--- config.mk ---
export PLATFORM = sky130hd
export DESIGN_NAME = instr_loader
export DESIGN_NICKNAME = d
export VERILOG_FILES = /design/src/rtl/loader_pkg.sv /design/src/rtl/instr_word_assembler.sv /design/src/rtl/instr_loader.sv
export SDC_FILE = /design/constraint.sdc
export NUM_CORES = 1
export LEC_CHECK = 0
export CAP_MARGIN = 25
export CORE_MARGIN = 2
export CORE_UTILIZATION = 40
export CTS_CLUSTER_DIAMETER = 100
export DETAILED_ROUTE_END_ITERATION = 10
export PLACE_DENSITY = 0.57
export SLEW_MARGIN = 20
export SYNTH_ARGS = -nofsm -noshare
export SYNTH_HDL_FRONTEND = slang
export SYNTH_HIERARCHICAL = 1
export SYNTH_SLANG_ARGS = --single-unit
--- constraint.sdc ---
create_clock -name CLK -period 5.9 [get_ports CLK]
set_input_delay 0.885 -clock CLK [delete_from_list [all_inputs] [get_ports CLK]]
set_output_delay 0.885 -clock CLK [all_outputs]
set_load 0.02 [all_outputs]
--- src/rtl/loader_pkg.sv ---
`default_nettype none
// ============================================================================
// Module      : loader_pkg
// Description : Shared types and constants for the boot-time instruction
//               loader: loader FSM state encoding, header width and
//               instruction geometry.
// Revision    : 1.0 - initial release
// ============================================================================
package loader_pkg;

    // Width of the little-endian word-count header.
    localparam int CNT_W          = 16;
    // Bytes that make up one instruction word.
    localparam int BYTES_PER_WORD = 4;
    // Instruction width in bits.
    localparam int INSTR_W        = 32;
    // Byte-lane index width inside one instruction word.
    localparam int BIDX_W         = $clog2(BYTES_PER_WORD);

    typedef enum logic [2:0] {
        LEN_LO = 3'd0,
        LEN_HI = 3'd1,
        RECV   = 3'd2,
        WRITE  = 3'd3,
        CSUM   = 3'd4,
        DONE   = 3'd5,
        ERR    = 3'd6
    } loader_state_t;

endpackage
`default_nettype wire

--- src/rtl/instr_word_assembler.sv ---
`default_nettype none
// ============================================================================
// Module      : instr_word_assembler
// Description : Collects bytes into a little-endian 32-bit instruction word.
//               Byte i of a word lands in bits [8i+7:8i].
// Ports       : clk, rst         - clock / synchronous active-high reset
//               i_byte_en        - a byte is accepted this cycle
//               i_byte           - accepted byte
//               i_clear          - loader consumed the word; drop word_ready
//               o_last_byte      - the next accepted byte completes the word
//               o_word_next      - word including the byte on i_byte
//               o_word_ready     - a complete word is waiting to be written
// Revision    : 1.0 - initial release
// ============================================================================
module instr_word_assembler
    import loader_pkg::*;
(
    input  logic               clk,
    input  logic               rst,
    input  logic               i_byte_en,
    input  logic [7:0]         i_byte,
    input  logic               i_clear,
    output logic               o_last_byte,
    output logic [INSTR_W-1:0] o_word_next,
    output logic               o_word_ready
);

    logic [BIDX_W-1:0]  r_idx;
    logic [INSTR_W-1:0] r_word;
    logic               r_word_ready;
    logic [INSTR_W-1:0] w_word_next;

    // The merged word is combinational so the loader can register the full
    // instruction on the same edge that accepts the final byte.
    always_comb begin
        w_word_next = r_word;
        w_word_next[{r_idx, 3'b000} +: 8] = i_byte;
    end

    always_ff @(posedge clk) begin
        if (rst) begin
            r_idx        <= '0;
            r_word       <= '0;
            r_word_ready <= 1'b0;
        end else begin
            if (i_byte_en) begin
                r_word <= w_word_next;
                r_idx  <= r_idx + 1'b1;   // wraps to lane 0 after the last lane
                if (o_last_byte) begin
                    r_word_ready <= 1'b1;
                end
            end
            if (i_clear) begin
                r_word_ready <= 1'b0;
            end
        end
    end

    assign o_last_byte  = (r_idx == BIDX_W'(BYTES_PER_WORD - 1));
    assign o_word_next  = w_word_next;
    assign o_word_ready = r_word_ready;

endmodule
`default_nettype wire

--- src/rtl/instr_loader.sv ---
`default_nettype none
// ============================================================================
// Module      : instr_loader
// Description : Boot-time program loader upstream of core UP. Receives a
//               byte stream (16-bit word count, little-endian words, XOR
//               checksum byte), writes each word into instruction memory and
//               keeps the core in reset until a complete, checksum-clean
//               image has been loaded.
// Ports       : CLK, RST            - clock / synchronous active-high reset
//               BYTE_VALID/DATA     - byte source
//               BYTE_READY          - byte accepted when high with VALID
//               WRITE_INSTRUCTION   - one-cycle write strobe per word
//               INSTR_ADDR/DATA     - write address / instruction word
//               CORE_RST            - core reset, released on success
//               LOAD_DONE/LOAD_ERR  - sticky completion / failure flags
// Revision    : 1.0 - initial release
// ============================================================================
module instr_loader
    import loader_pkg::*;
#(
    parameter int ADDR_W = 8
) (
    input  logic               CLK,
    input  logic               RST,
    input  logic               BYTE_VALID,
    input  logic [7:0]         BYTE_DATA,
    output logic               BYTE_READY,
    output logic               WRITE_INSTRUCTION,
    output logic [ADDR_W-1:0]  INSTR_ADDR,
    output logic [INSTR_W-1:0] INSTR_DATA,
    output logic               CORE_RST,
    output logic               LOAD_DONE,
    output logic               LOAD_ERR
);

    // Largest legal image, in words.
    localparam logic [31:0] MAX_WORDS = 32'd1 << ADDR_W;

    loader_state_t      r_state;
    loader_state_t      w_state_next;
    logic [CNT_W-1:0]   r_count;
    // One extra bit so a full-capacity image does not wrap the index.
    logic [ADDR_W:0]    r_word_idx;
    logic [7:0]         r_xor;
    logic               r_byte_ready;
    logic               r_write;
    logic [ADDR_W-1:0]  r_instr_addr;
    logic [INSTR_W-1:0] r_instr_data;
    logic               r_core_rst;
    logic               r_done;
    logic               r_err;

    logic               w_accept;
    logic [CNT_W-1:0]   w_count_full;
    logic               w_last_word;
    logic               w_last_byte;
    logic               w_word_ready;
    logic [INSTR_W-1:0] w_word_next;

    assign w_accept     = BYTE_VALID && r_byte_ready;
    assign w_count_full = {BYTE_DATA, r_count[7:0]};
    assign w_last_word  = ((32'(r_word_idx) + 32'd1) == 32'(r_count));

    instr_word_assembler u_asm (
        .clk          (CLK),
        .rst          (RST),
        .i_byte_en    (w_accept && (r_state == RECV)),
        .i_byte       (BYTE_DATA),
        .i_clear      (r_state == WRITE),
        .o_last_byte  (w_last_byte),
        .o_word_next  (w_word_next),
        .o_word_ready (w_word_ready)
    );

    always_comb begin
        w_state_next = r_state;
        case (r_state)
            LEN_LO: begin
                if (w_accept) w_state_next = LEN_HI;
            end
            LEN_HI: begin
                if (w_accept) begin
                    if (32'(w_count_full) > MAX_WORDS) begin
                        w_state_next = ERR;
                    end else if (w_count_full == '0) begin
                        w_state_next = CSUM;
                    end else begin
                        w_state_next = RECV;
                    end
                end
            end
            RECV: begin
                if (w_accept && w_last_byte) w_state_next = WRITE;
            end
            WRITE: begin
                if (w_word_ready) w_state_next = w_last_word ? CSUM : RECV;
            end
            CSUM: begin
                if (w_accept) w_state_next = (BYTE_DATA == r_xor) ? DONE : ERR;
            end
            DONE, ERR: begin
                w_state_next = r_state;
            end
            default: begin
                w_state_next = LEN_LO;
            end
        endcase
    end

    // Outputs are registered from the next state so each one reflects the
    // state it belongs to in the same cycle the FSM occupies that state.
    always_ff @(posedge CLK) begin
        if (RST) begin
            r_state      <= LEN_LO;
            r_count      <= '0;
            r_word_idx   <= '0;
            r_xor        <= '0;
            r_byte_ready <= 1'b0;
            r_write      <= 1'b0;
            r_instr_addr <= '0;
            r_instr_data <= '0;
            r_core_rst   <= 1'b1;
            r_done       <= 1'b0;
            r_err        <= 1'b0;
        end else begin
            r_state <= w_state_next;

            if (w_accept && (r_state == LEN_LO)) r_count[7:0]       <= BYTE_DATA;
            if (w_accept && (r_state == LEN_HI)) r_count[CNT_W-1:8] <= BYTE_DATA;

            // The checksum byte itself is not part of the running XOR.
            if (w_accept && (r_state != CSUM)) r_xor <= r_xor ^ BYTE_DATA;

            if ((r_state == WRITE) && w_word_ready) r_word_idx <= r_word_idx + 1'b1;

            if ((r_state == RECV) && (w_state_next == WRITE)) begin
                r_instr_addr <= r_word_idx[ADDR_W-1:0];
                r_instr_data <= w_word_next;
            end

            r_write      <= (w_state_next == WRITE);
            r_byte_ready <= (w_state_next == LEN_LO) || (w_state_next == LEN_HI) ||
                            (w_state_next == RECV)   || (w_state_next == CSUM);
            r_core_rst   <= (w_state_next != DONE);
            r_done       <= (w_state_next == DONE);
            r_err        <= (w_state_next == ERR);
        end
    end

    assign BYTE_READY        = r_byte_ready;
    assign WRITE_INSTRUCTION = r_write;
    assign INSTR_ADDR        = r_instr_addr;
    assign INSTR_DATA        = r_instr_data;
    assign CORE_RST          = r_core_rst;
    assign LOAD_DONE         = r_done;
    assign LOAD_ERR          = r_err;

endmodule
`default_nettype wire

==> metrics.txt, run 1 <==
# TYPE chip_impl_metric gauge
chip_impl_metric{name="finish.instance_area",unit="um^2"} 6560
chip_impl_info{name="cp_startpoint_kind",value="input port"} 1
chip_impl_metric{name="irDropWorstVdd",unit="uV"} 162.8
chip_impl_metric{name="core-area",unit="um^2"} 13090
chip_impl_info{name="clock_tree.root_cell",value="sky130_fd_sc_hd__clkbuf_16"} 1
chip_impl_metric{name="grt_pass1_wl",unit="mm"} 21.91
chip_impl_metric{name="drt-initial-drc-count",unit=""} 277
chip_impl_metric{name="die_width",unit="um"} 119
chip_impl_metric{name="final_worst_path_period_share",unit="%"} 51.17
chip_impl_metric{name="critical_path_arrival",unit="ns"} 3.36
chip_impl_metric{name="grt_antenna_before_repair",unit=""} 0
chip_impl_info{name="hold_path.startpoint",value="INSTR_DATA[24]$_SDFFE_PP0P_"} 1
chip_impl_metric{name="post_cts.resized_instances",unit=""} 0
chip_impl_info{name="synth_flop_cell",value="sky130_fd_sc_hd__dfxtp_1"} 1
chip_impl_info{name="synth_top_area_cell",value="sky130_fd_sc_hd__dfxtp_1"} 1
chip_impl_info{name="synthMostInstantiatedCell",value="sky130_fd_sc_hd__nand2_1"} 1
chip_impl_info{name="cts_tree",value="done"} 1
chip_impl_metric{name="floorplan.rows",unit=""} 42
chip_impl_metric{name="drive_gt1_share",unit="%"} 7.738
chip_impl_metric{name="timing.reg2reg.worst_path_depth",unit=""} 7
chip_impl_metric{name="cap_violations",unit=""} 0
chip_impl_info{name="end_kind",value="flip-flop"} 1
chip_impl_metric{name="cellLeakagePower",unit="nW"} 2.341
chip_impl_metric{name="route.final.wire_length",unit="mm"} 13.36
chip_impl_metric{name="initial_utilization",unit="%"} 40.43
chip_impl_metric{name="die-area",unit="um^2"} 14160
chip_impl_info{name="hold_end",value="INSTR_DATA[24]$_SDFFE_PP0P_"} 1
chip_impl_metric{name="setup.reg_to_reg.worst_slack",unit="ns"} 3.39
chip_impl_info{name="setup.worst_path.class",value="input port to flip-flop"} 1
chip_impl_metric{name="final_nets",unit=""} 676
chip_impl_metric{name="flow.area_growth_from_synthesis",unit="%"} 24.01
chip_impl_metric{name="io_buffer_count",unit=""} 55
chip_impl_metric{name="remaining_drc_errors",unit=""} 0
chip_impl_info{name="synth_area_leaders",value="sky130_fd_sc_hd__dfxtp_1, sky130_fd_sc_hd__nand2_1, sky130_fd_sc_hd__a21oi_1, sky130_fd_sc_hd__nor2_1, sky130_fd_sc_hd__a22o_1"} 1
chip_impl_metric{name="max_freq",unit="GHz"} 0.3312
chip_impl_metric{name="timing_max_transition_violations_final",unit=""} 0
chip_impl_metric{name="synth_area",unit="um^2"} 5290
chip_impl_metric{name="global_route.usage.total",unit="%"} 19.63
chip_impl_metric{name="synth_warnings",unit=""} 6
chip_impl_metric{name="postSynthNetCount",unit=""} 648
chip_impl_metric{name="layout_min_cycle_time",unit="ns"} 3.019
chip_impl_info{name="hp-class",value="flip-flop to flip-flop"} 1
chip_impl_metric{name="max-clock-path-buffers",unit=""} 2
chip_impl_metric{name="grt_pass1_vias",unit=""} 4234
chip_impl_metric{name="finalWeightedCongestion",unit=""} 0.8450
chip_impl_metric{name="cts_clock_pin_slew_for_the_worst_setup_and_hold_paths",unit="ns"} 0.05
chip_impl_metric{name="design_power_total",unit="mW"} 2.160
chip_impl_info{name="critical_path.reg2reg.endpoint",value="INSTR_DATA[26]$_SDFFE_PP0P_"} 1
chip_impl_metric{name="drt-vias-per-instance",unit=""} 5.354
chip_impl_metric{name="boundaryPins",unit=""} 56
chip_impl_metric{name="tritoncts_num_sinks",unit=""} 116
chip_impl_metric{name="num_antenna_cells",unit=""} 0
chip_impl_metric{name="setup_total_negative_slack",unit="ns"} 0
chip_impl_metric{name="max_slew.worst_pin.slew",unit="ns"} 0.8081
chip_impl_metric{name="maximum_number_of_pins_on_one_net_before_global_route_repair",unit=""} 78
chip_impl_metric{name="clk_skew",unit="ns"} 0.008087
chip_impl_info{name="ys_top_cells_by_count",value="sky130_fd_sc_hd__nand2_1, sky130_fd_sc_hd__dfxtp_1, sky130_fd_sc_hd__nor2_1, sky130_fd_sc_hd__a21oi_1, sky130_fd_sc_hd__a22o_1"} 1
chip_impl_metric{name="ys_async_sr_fraction",unit="%"} 0
chip_impl_metric{name="post_cts_hold_buffer_count",unit=""} 0
chip_impl_metric{name="numCtsBuffers",unit=""} 17
chip_impl_metric{name="stdcell_count",unit=""} 848
chip_impl_metric{name="gr-total-overflow",unit=""} 0
chip_impl_metric{name="cp_max_fo",unit=""} 30
chip_impl_metric{name="post-place-cells",unit=""} 816
chip_impl_metric{name="worst_hold_path_stage_count",unit=""} 2
chip_impl_metric{name="timing.max_slew.rel_slack",unit="%"} 46.13
chip_impl_info{name="rsz0062_at_grt",value="no"} 1
chip_impl_metric{name="powerDensity",unit="nW/um^2"} 329.3
chip_impl_metric{name="post-cts-setup-buffer-count",unit=""} 0
chip_impl_info{name="regToRegStartpoint",value="BYTE_READY$_SDFF_PP0_"} 1
chip_impl_metric{name="dp.final_hpwl",unit="mm"} 8.514
chip_impl_metric{name="drt.antenna.violating_nets",unit=""} 0
chip_impl_metric{name="endpoints_failing_hold",unit=""} 0
chip_impl_metric{name="synth_cell_types",unit=""} 58
chip_impl_metric{name="synth_area_per_cell",unit="um^2"} 8.384
chip_impl_metric{name="die_height",unit="um"} 119
chip_impl_metric{name="synth_top_cell_area_share",unit="%"} 43.90
chip_impl_info{name="run_status",value="completed"} 1
chip_impl_metric{name="first_pass_iters",unit=""} 4
chip_impl_metric{name="post_synthesis_cell_count",unit=""} 631
chip_impl_metric{name="wl_per_cell",unit="um"} 15.75
chip_impl_metric{name="report.final.setup_viol",unit=""} 0
chip_impl_metric{name="synth-seq-cells",unit=""} 116
chip_impl_metric{name="via_count",unit=""} 4540
chip_impl_metric{name="postLayoutCoreUtil",unit="%"} 50.13
chip_impl_metric{name="timing.critical_path.required",unit="ns"} 6.24
chip_impl_metric{name="number_of_enable_type_register_cells_in_the_synthesized_netlist",unit=""} 0
chip_impl_metric{name="synth_seq_area_share",unit="%"} 43.90
chip_impl_metric{name="placed_cell_area",unit="um^2"} 5841
chip_impl_metric{name="worst_skew_pair.late_latency",unit="ns"} 0.42
chip_impl_metric{name="ctsHtreeMaxLevel",unit=""} 4
==> worst max-delay path, stage by stage <==
cell and delay, ns:
sky130_fd_sc_hd__clkdlybuf4s50_1 0.54, sky130_fd_sc_hd__nand3b_4 0.11, sky130_fd_sc_hd__nor3b_2 0.18, sky130_fd_sc_hd__buf_4 0.33, sky130_fd_sc_hd__and2_1 0.67, sky130_fd_sc_hd__buf_4 0.38
sky130_fd_sc_hd__nand2_1 0.10, sky130_fd_sc_hd__a21oi_1 0.12
==> through the flow <==
| stage | setup WS (ns) | hold WS, ns |
|---|---|---|
| floorplan | 3.674 | 0.4322 |
| global placement | 2.513 | 0.4388 |
| detailed placement | 2.448 | 0.4457 |
| CTS | 2.888 | 0.4530 |
| global route | 2.698 | 0.4683 |
| finish | 2.881 | 0.4498 |
==> cell type report <==
type	instances	area [um^2]
flip-flops and latches	116	2322
fillers	1271	6525
well taps	176	220.2
clock buffers	18	439.2
inverters	18	67.56
multi-input cells	446	2645
clock inverters	14	280.3
repair buffers	60	585.6
==> cell usage in the layout, fill, tap and decap left out, types with 8 or more instances in the layout <==
| cell type | Yosys | final |
|---|---|---|
| sky130_fd_sc_hd__clkbuf_16 | 0 | 17 |
| sky130_fd_sc_hd__a32oi_1 | 19 | 19 |
| sky130_fd_sc_hd__bufinv_16 | 0 | 8 |
| sky130_fd_sc_hd__nand4_1 | 12 | 12 |
| sky130_fd_sc_hd__o21ai_1 | 8 | 8 |
| sky130_fd_sc_hd__clkdlybuf4s50_1 | 0 | 54 |
| sky130_fd_sc_hd__xor2_1 | 16 | 16 |
| sky130_fd_sc_hd__nor2_1 | 60 | 60 |
| sky130_fd_sc_hd__a21oi_1 | 59 | 59 |
| sky130_fd_sc_hd__nand2_1 | 128 | 128 |
| sky130_fd_sc_hd__mux2i_1 | 17 | 17 |
| sky130_fd_sc_hd__xnor2_1 | 18 | 18 |
| sky130_fd_sc_hd__dfxtp_1 | 116 | 116 |
| sky130_fd_sc_hd__inv_1 | 18 | 18 |
| sky130_fd_sc_hd__a22o_1 | 24 | 24 |
==> metal layers <==
layer | track usage, % | up-vias | wire (um)
li1 | - | 2236 | -
met1 | 27.28 | 2179 | 6643
met2 | 28.99 | 108 | 5917
met3 | 4.358 | 17 | 536
met4 | 9.003 | 0 | 261
met5 | 0 | - | 0
==> registers in the layout, summed over array words and instances (netlist names), 2 cells and up <==
register and count:
r_word_idx 9, INSTR_ADDR 8, r_state 3, r_xor 8
u_asm/r_idx 2, INSTR_DATA 32, u_asm/r_word 32, r_count 16
==> worst max-delay path by stage <==
| stage | start | end | cells past startpoint |
|---|---|---|---|
| finish | BYTE_VALID | INSTR_DATA[26]$_SDFFE_PP0P_ | 8 |
| global route | BYTE_VALID | INSTR_ADDR[4]$_SDFFE_PP0P_ | 8 |
| CTS | BYTE_VALID | INSTR_DATA[26]$_SDFFE_PP0P_ | 8 |
| detailed placement | BYTE_VALID | INSTR_DATA[26]$_SDFFE_PP0P_ | 8 |
| global placement | BYTE_VALID | INSTR_ADDR[4]$_SDFFE_PP0P_ | 8 |
| floorplan | BYTE_VALID | BYTE_READY$_SDFF_PP0_ | 8 |
==> power breakdown <==
group | switching, mW | internal (mW) | leakage (nW)
combinational | 0.0626 | 0.0378 | 1.07
clock | 0.369 | 0.885 | 0.338
sequential | 0.0113 | 0.794 | 0.937
total | 0.442 | 1.72 | 2.34
==> logic make-up (layout without fill, tap and decap cells) <==
logic type / after synthesis / in the layout / synth area share (%)
and+or+nand+nor: 254 / 254 / 22.54
muxes: 17 / 17 / 3.217
DFF: 116 / 116 / 43.90
adders and majority gates: 6 / 6 / 1.419
buffers and inverters: 69 / 110 / 6.197
xor gates and xnor gates: 34 / 34 / 5.629
AOI/OAI and AO/OA: 135 / 135 / 17.10
Power figures use the tool's default switching activity.
==> run 2, diff against run 1 <==
- clock period: 5.9 -> 2.8 ns (I/O delays scaled with it)
==> run 2 against run 1 <==
Net effect: clock-buffer cell count rose by 4; worst hold slack improved by 0.0016 ns; first-iteration DRC count fell by 9.0%; highest routed layer unchanged; critical path type is now flip-flop to flip-flop; global-route usage fell by 1.0 points; non-clock buffer count rose by 13; total power rose by 98%; sequential share of layout area fell by 0.24 points.
==> metrics.txt, run 2 (same netlist as run 1, synthesis figures left out) <==
# TYPE chip_impl_metric gauge
chip_impl_metric{name="final_nets",unit=""} 689
chip_impl_info{name="end_kind",value="flip-flop"} 1
chip_impl_metric{name="numCtsBuffers",unit=""} 17
chip_impl_metric{name="grt_antenna_before_repair",unit=""} 0
chip_impl_metric{name="post_cts.resized_instances",unit=""} 0
chip_impl_metric{name="post-place-cells",unit=""} 829
chip_impl_metric{name="postLayoutCoreUtil",unit="%"} 50.48
chip_impl_metric{name="report.final.setup_viol",unit=""} 0
chip_impl_metric{name="post-cts-setup-buffer-count",unit=""} 0
chip_impl_metric{name="cp_max_fo",unit=""} 6
chip_impl_metric{name="remaining_drc_errors",unit=""} 0
chip_impl_metric{name="ctsHtreeMaxLevel",unit=""} 4
chip_impl_metric{name="finalWeightedCongestion",unit=""} 0.7835
chip_impl_metric{name="endpoints_failing_hold",unit=""} 0
chip_impl_metric{name="cellLeakagePower",unit="nW"} 2.385
chip_impl_info{name="setup.worst_path.class",value="flip-flop to flip-flop"} 1
chip_impl_metric{name="dp.final_hpwl",unit="mm"} 8.645
chip_impl_metric{name="io_buffer_count",unit=""} 55
chip_impl_info{name="run_status",value="completed"} 1
chip_impl_metric{name="layout_min_cycle_time",unit="ns"} 2.257
chip_impl_info{name="clock_tree.root_cell",value="sky130_fd_sc_hd__clkbuf_16"} 1
chip_impl_metric{name="finish.instance_area",unit="um^2"} 6605
chip_impl_metric{name="tritoncts_num_sinks",unit=""} 116
chip_impl_metric{name="timing.reg2reg.worst_path_depth",unit=""} 8
chip_impl_info{name="cell_with_the_largest_stage_delay_on_the_worst_path",value="sky130_fd_sc_hd__dfxtp_1"} 1
chip_impl_info{name="setup.worst_path.start",value="r_word_idx[1]$_SDFFE_PP0P_"} 1
chip_impl_metric{name="p_clk_share",unit="%"} 55.0
chip_impl_metric{name="setup_total_negative_slack",unit="ns"} 0
chip_impl_metric{name="cp_slowest_stage_delay",unit="ns"} 0.42
chip_impl_metric{name="fin_worst_hold_slack",unit="ns"} 0.4514
chip_impl_metric{name="first_pass_iters",unit=""} 4
chip_impl_info{name="cts_tree",value="done"} 1
chip_impl_metric{name="num_antenna_cells",unit=""} 0
chip_impl_metric{name="worst_skew_pair.late_latency",unit="ns"} 0.41
chip_impl_metric{name="power.combinational.fraction",unit="%"} 5.2
chip_impl_metric{name="global_route.usage.total",unit="%"} 18.58
chip_impl_info{name="regToRegStartpoint",value="r_word_idx[1]$_SDFFE_PP0P_"} 1
chip_impl_metric{name="flow.area_growth_from_synthesis",unit="%"} 24.86
chip_impl_metric{name="drt-vias-per-instance",unit=""} 5.181
chip_impl_metric{name="max-clock-path-buffers",unit=""} 2
chip_impl_metric{name="switching_share",unit="%"} 20.76
chip_impl_metric{name="drt.antenna.violating_nets",unit=""} 0
chip_impl_metric{name="die_width",unit="um"} 119
chip_impl_metric{name="grt_pass1_vias",unit=""} 4177
chip_impl_metric{name="powerDensity",unit="nW/um^2"} 646.0
chip_impl_metric{name="placed_cell_area",unit="um^2"} 5963
chip_impl_metric{name="total_switching_power",unit="mW"} 0.8859
chip_impl_metric{name="die-area",unit="um^2"} 14160
chip_impl_metric{name="setup.reg_to_reg.worst_slack",unit="ns"} 0.54
chip_impl_metric{name="drive_gt1_share",unit="%"} 9.051
chip_impl_metric{name="cap_violations",unit=""} 0
chip_impl_info{name="critical_path.endpoint",value="BYTE_READY$_SDFF_PP0_"} 1
chip_impl_metric{name="wl_per_cell",unit="um"} 14.82
chip_impl_metric{name="boundaryPins",unit=""} 56
chip_impl_metric{name="timing_max_transition_violations_final",unit=""} 0
chip_impl_metric{name="drt-initial-drc-count",unit=""} 252
chip_impl_metric{name="max_freq",unit="GHz"} 0.4432
chip_impl_info{name="cp_startpoint_kind",value="flip-flop"} 1
chip_impl_info{name="hp-class",value="flip-flop to flip-flop"} 1
chip_impl_metric{name="maximum_number_of_pins_on_one_net_before_global_route_repair",unit=""} 59
chip_impl_metric{name="timing.critical_path.required",unit="ns"} 3.14
chip_impl_info{name="cp_cell_sequence",value="ha_1 > nand3_1 > or2_2 > xnor2_1 > nor4_1 > a31o_2 > o21ai_2 > a21oi_2"} 1
chip_impl_metric{name="floorplan.rows",unit=""} 42
chip_impl_metric{name="final_worst_path_period_share",unit="%"} 80.59
chip_impl_metric{name="critical_path_arrival",unit="ns"} 2.60
chip_impl_metric{name="route.final.wire_length",unit="mm"} 12.76
chip_impl_metric{name="die_height",unit="um"} 119
chip_impl_metric{name="clk_skew",unit="ns"} 0.007559
chip_impl_metric{name="stdcell_count",unit=""} 861
chip_impl_metric{name="timing.max_slew.rel_slack",unit="%"} 58.85
chip_impl_metric{name="initial_utilization",unit="%"} 40.43
chip_impl_metric{name="core-area",unit="um^2"} 13090
chip_impl_metric{name="cts_clock_pin_slew_for_the_worst_setup_and_hold_paths",unit="ns"} 0.05
chip_impl_info{name="most_frequent_standard_cell_in_the_layout_excluding_fill_and_tap_cells",value="sky130_fd_sc_hd__nand2_1"} 1
chip_impl_info{name="rsz0062_at_grt",value="no"} 1
chip_impl_info{name="mostFrequentLayoutCells",value="sky130_fd_sc_hd__nand2_1, sky130_fd_sc_hd__dfxtp_1, sky130_fd_sc_hd__nor2_1"} 1
chip_impl_info{name="critical_path.reg2reg.endpoint",value="BYTE_READY$_SDFF_PP0_"} 1
chip_impl_metric{name="gr-total-overflow",unit=""} 0
chip_impl_metric{name="post_cts_hold_buffer_count",unit=""} 0
chip_impl_metric{name="grt_pass1_wl",unit="mm"} 20.97
chip_impl_metric{name="max_slew.worst_pin.slew",unit="ns"} 0.6172
chip_impl_metric{name="cell_internal_pwr",unit="mW"} 3.381
chip_impl_metric{name="seqPwrFrac",unit="%"} 39.8
chip_impl_metric{name="irDropWorstVdd",unit="uV"} 463.1
chip_impl_metric{name="via_count",unit=""} 4461
-- run 2: per-stage QoR --
stage | power, mW | setup WS, ns
after global placement | 1.951 | 0.2763
final | 4.267 | 0.5435
after CTS | 4.316 | 0.5322
after floorplan | 1.879 | 0.8328
after detailed placement | 1.954 | 0.2618
after global routing | 4.417 | 0.2832
-- run 2: power groups by stage --
stage / Sequential, mW / Combinational [mW] / Clock, mW
after global placement: 1.73 / 0.219 / 0
after detailed placement: 1.73 / 0.221 / 0
after global routing: 1.70 / 0.242 / 2.47
after CTS: 1.70 / 0.222 / 2.40
after floorplan: 1.73 / 0.152 / 0
final: 1.70 / 0.222 / 2.35
-- run 2: layer usage --
layer / vias to the layer above / wire length (um) / track usage [%]
li1: 2256 / - / -
met1: 2074 / 6428 / 25.91
met2: 114 / 5516 / 27.19
met3: 17 / 611 / 4.646
met4: 0 / 202 / 7.961
met5: - / 0 / 0
-- run 2: final cells by class --
class,count,area [um^2]
fill,1232,6480
multi-input combinational,446,2645
clock inverter,10,177.7
sequential,116,2322
inverter,18,67.56
tap,176,220.2
clock buffer,22,464.2
timing repair buffer,73,708.2
-- run 2: worst min-delay path by stage --
stage / from / end / slack, ns / cells past startpoint
after CTS: u_asm/r_word[27]$_SDFFE_PP0P_ / u_asm/r_word[27]$_SDFFE_PP0P_ / 0.45 / 2
after global routing: INSTR_DATA[13]$_SDFFE_PP0P_ / INSTR_DATA[13]$_SDFFE_PP0P_ / 0.47 / 2
final: INSTR_ADDR[3]$_SDFFE_PP0P_ / INSTR_ADDR[3]$_SDFFE_PP0P_ / 0.45 / 2
after global placement: u_asm/r_word[17]$_SDFFE_PP0P_ / u_asm/r_word[17]$_SDFFE_PP0P_ / 0.44 / 2
after detailed placement: u_asm/r_word[27]$_SDFFE_PP0P_ / u_asm/r_word[27]$_SDFFE_PP0P_ / 0.45 / 2
after floorplan: u_asm/r_word[16]$_SDFFE_PP0P_ / u_asm/r_word[16]$_SDFFE_PP0P_ / 0.43 / 2
-- run 2: critical path: cells and delay by family, from the launching register on --
family          cells  cell delay (ns)
simple gates        3             0.85
compound gates      3             0.51
flops               1             0.42
fa+ha+maj           1             0.27
xor+xnor            1             0.13
==> patch (flow settings as in run 2) <==
Set the package constant `BYTES_PER_WORD` to 8 (it was 4).
--- a/src/rtl/loader_pkg.sv
+++ b/src/rtl/loader_pkg.sv
@@ -11,7 +11,7 @@
     // Width of the little-endian word-count header.
     localparam int CNT_W          = 16;
     // Bytes that make up one instruction word.
-    localparam int BYTES_PER_WORD = 4;
+    localparam int BYTES_PER_WORD = 8;
     // Instruction width in bits.
     localparam int INSTR_W        = 32;
     // Byte-lane index width inside one instruction word.
Check against the original RTL: not equivalent (a bounded check fails within 10 cycles, from zero or initial values and one cycle with RST high).
==> patch against run 2 <==
- utilization is 0.53 points higher
- wire length is 6.6% higher
- power is 0.90% lower
- sequential cell count is 1 higher
- first-iteration DRC count is 62% higher
- via count is 2.7% higher
- non-clock buffer count is 7 higher
- worst setup slack worse by 0.23 ns
- clock power is 3% lower
- synthesized area is 1.7% higher
- cell area is 1.9% higher
==> patch: results (changes against run 2) <==
- CP max-delay cell: nor4b_4 (was dfxtp_1)
- Post-placement cell count: 859 (was 829)
- Synth Instances: 647 (was 631)
- Largest net degree at the start of global routing: 58 (was 59)
- IO Port Bufs: 55 (unchanged)
- CTS clk-pin slew, worst paths: 0.05 ns (about the same)
- Post-detailed-placement half-perimeter wirelength: 9350 microns (was 8640 microns)
- Post-synth ARST share: 0 (unchanged)
- Sequential area share after synthesis: 0.435 (was 0.439)
- Number of max-cap violations: 0 (unchanged)
- Total Wirelength: 13600 microns (was 12800 microns)
- Initial antenna violation count: 0 (unchanged)
- Initial drt markers: 407 (was 252)
- Static leakage: 2.41 nW (was 2.39 nW)
- Mapped Nets: 665 (was 648)
- Share of cells above drive strength 1: 0.110 (was 0.0905)
- Tot GR Track Use: 0.198 (was 0.186)
- Synth warnings: 6 (unchanged)
- Post-CTS Setup Bufs: 0 (unchanged)
- Met1 GRT Util: 0.274 (was 0.259)
- Yosys cell types: 53 (was 58)
- GR Layer Usage met2: 0.304 (was 0.272)
- Vias in the first global route: 4487 (was 4177)
- Root Buffer: clkbuf_16 (unchanged)
- Routability congestion estimate: 0.869 (was 0.784)
- CTS Buffer Depth: 2 (unchanged)
- Status: finished clean (unchanged)
- Top FF cell, synth: dfxtp_1 (unchanged)
- Actual slew at the worst max-slew pin: 0.760 ns (was 0.617 ns)
- Most frequent cells after synthesis: 154 x nand2_1, 117 x dfxtp_1, 63 x a21oi_1 (was 128 x nand2_1, 116 x dfxtp_1, 60 x nor2_1)
- Critical path arrival: 2.83 ns (was 2.60 ns)
- Top cells by area, synth: dfxtp_1 44%, nand2_1 11%, a21oi_1 5.9%, mux2i_1 4.8%, nor2_1 3.0% (was dfxtp_1 44%, nand2_1 9.1%, a21oi_1 5.6%, nor2_1 4.3%, a22o_1 4.0%)
- Critical Path Max Stage Delay: 0.51 ns (was 0.42 ns)
- DRT Pass-1 Iters: 5 (was 4)
- Final net count: 720 (was 689)
- Diodes inserted: 0 (unchanged)
- Vias: 4582 (was 4461)
- Clock Skew: 0.00648 ns (was 0.00756 ns)
- First-pass GRT wire length: 22400 microns (was 21000 microns)
- Worst skew pair latency: 0.41 ns (about the same)
- Crit-path leading delay family: simple AND/OR/NAND/NOR gates (unchanged)
- Final Max Tran Viols: 0 (unchanged)
- Filler cells: 1275 (was 1232)
- Met3 GRT Util: 0.0413 (was 0.0465)
- Crit Path Max Fanout: 10 (was 6)
- Post-cts resize count: 0 (unchanged)
- GR peak layer: met2 (unchanged)
- Cts bufs inserted: 17 (unchanged)
- Max VDD drop: 0.316 mV (was 0.463 mV)
- H-tree depth: 4 (unchanged)
- Hold Path Class: reg -> reg (unchanged)
- Layout Cells excl Fill: 891 (was 861)
==> patch: cell count changes in the layout (fill, tap and decap cells not counted), sizes merged, moves of 8 or more <==
cell	before	now
a22o	24	16
a32oi	19	0
nand2b	1	17
nand3	5	23
mux2	0	8
inv	18	7
o21ai	16	24
nand2	128	156
nor2	60	43
mux2i	17	26
==> patch: logic make-up (layout without fill, tap and decap cells) <==
logic type,count (synthesis),in the layout,share of synthesized area
muxes,34,34,0.0651
xor gates and xnor gates,34,34,0.0553
adders and majority gates,7,7,0.0163
and+or+nand+nor,284,284,0.247
AOI/OAI and AO/OA,120,120,0.135
DFF,117,117,0.435
buffers and inverters,51,119,0.0465
==> patch: worst register-to-register path, cell delays in order, from the launching register on <==
cell and delay, ns:
dfxtp_1 0.46, inv_1 0.10, ha_1 0.20, ha_1 0.49, nand2_2 0.26, nor4b_4 0.51, a22o_1 0.22, nand2_1 0.06
a21oi_1 0.12
==> patch: cell type report <==
| cell class | instances | area share |
|---|---|---|
| Clock buffer | 21 | 0.0684 |
| Clock inverter | 11 | 0.0231 |
| Inverter | 7 | 0.00391 |
| Multi-Input combinational cell | 479 | 0.414 |
| Sequential cell | 117 | 0.348 |
| Tap cell | 176 | 0.0327 |
| Timing Repair Buffer | 80 | 0.109 |
==> patch: metrics by stage <==
stage	hold slack [ns]	power, mW	area, sq um
after CTS	0.454	4.27	6730
after global routing	0.473	4.37	6730
after global placement	0.442	1.98	6110
after detailed placement	0.446	1.99	6110
after floorplan	0.437	1.89	5380
final	0.450	4.23	6730
==> patch: final timing paths <==
| kind | startpoint | to | slack [ns] | cells past startpoint |
|---|---|---|---|---|
| worst min-delay path | INSTR_DATA[29] | INSTR_DATA[29] | 0.45 | 2 |
| worst max-delay path | u_asm/r_idx[1] | INSTR_DATA[16] | 0.31 | 8 |
| worst max register to register | u_asm/r_idx[1] | INSTR_DATA[16] | 0.31 | 8 |
| worst min register to register | INSTR_DATA[29] | INSTR_DATA[29] | 0.45 | 2 |
==> patch: where the power goes <==
group	internal, mW	leakage (nW)	switching (mW)
sequential	1.69	0.945	0.0237
combinational	0.102	1.15	0.139
clock	1.52	0.310	0.753
total	3.31	2.41	0.916
==> patch: layer usage <==
layer	vias to the layer above	share of wire
met5	-	0
met2	100	0.45
met3	13	0.044
met1	2165	0.49
li1	2304	-
met4	0	0.013
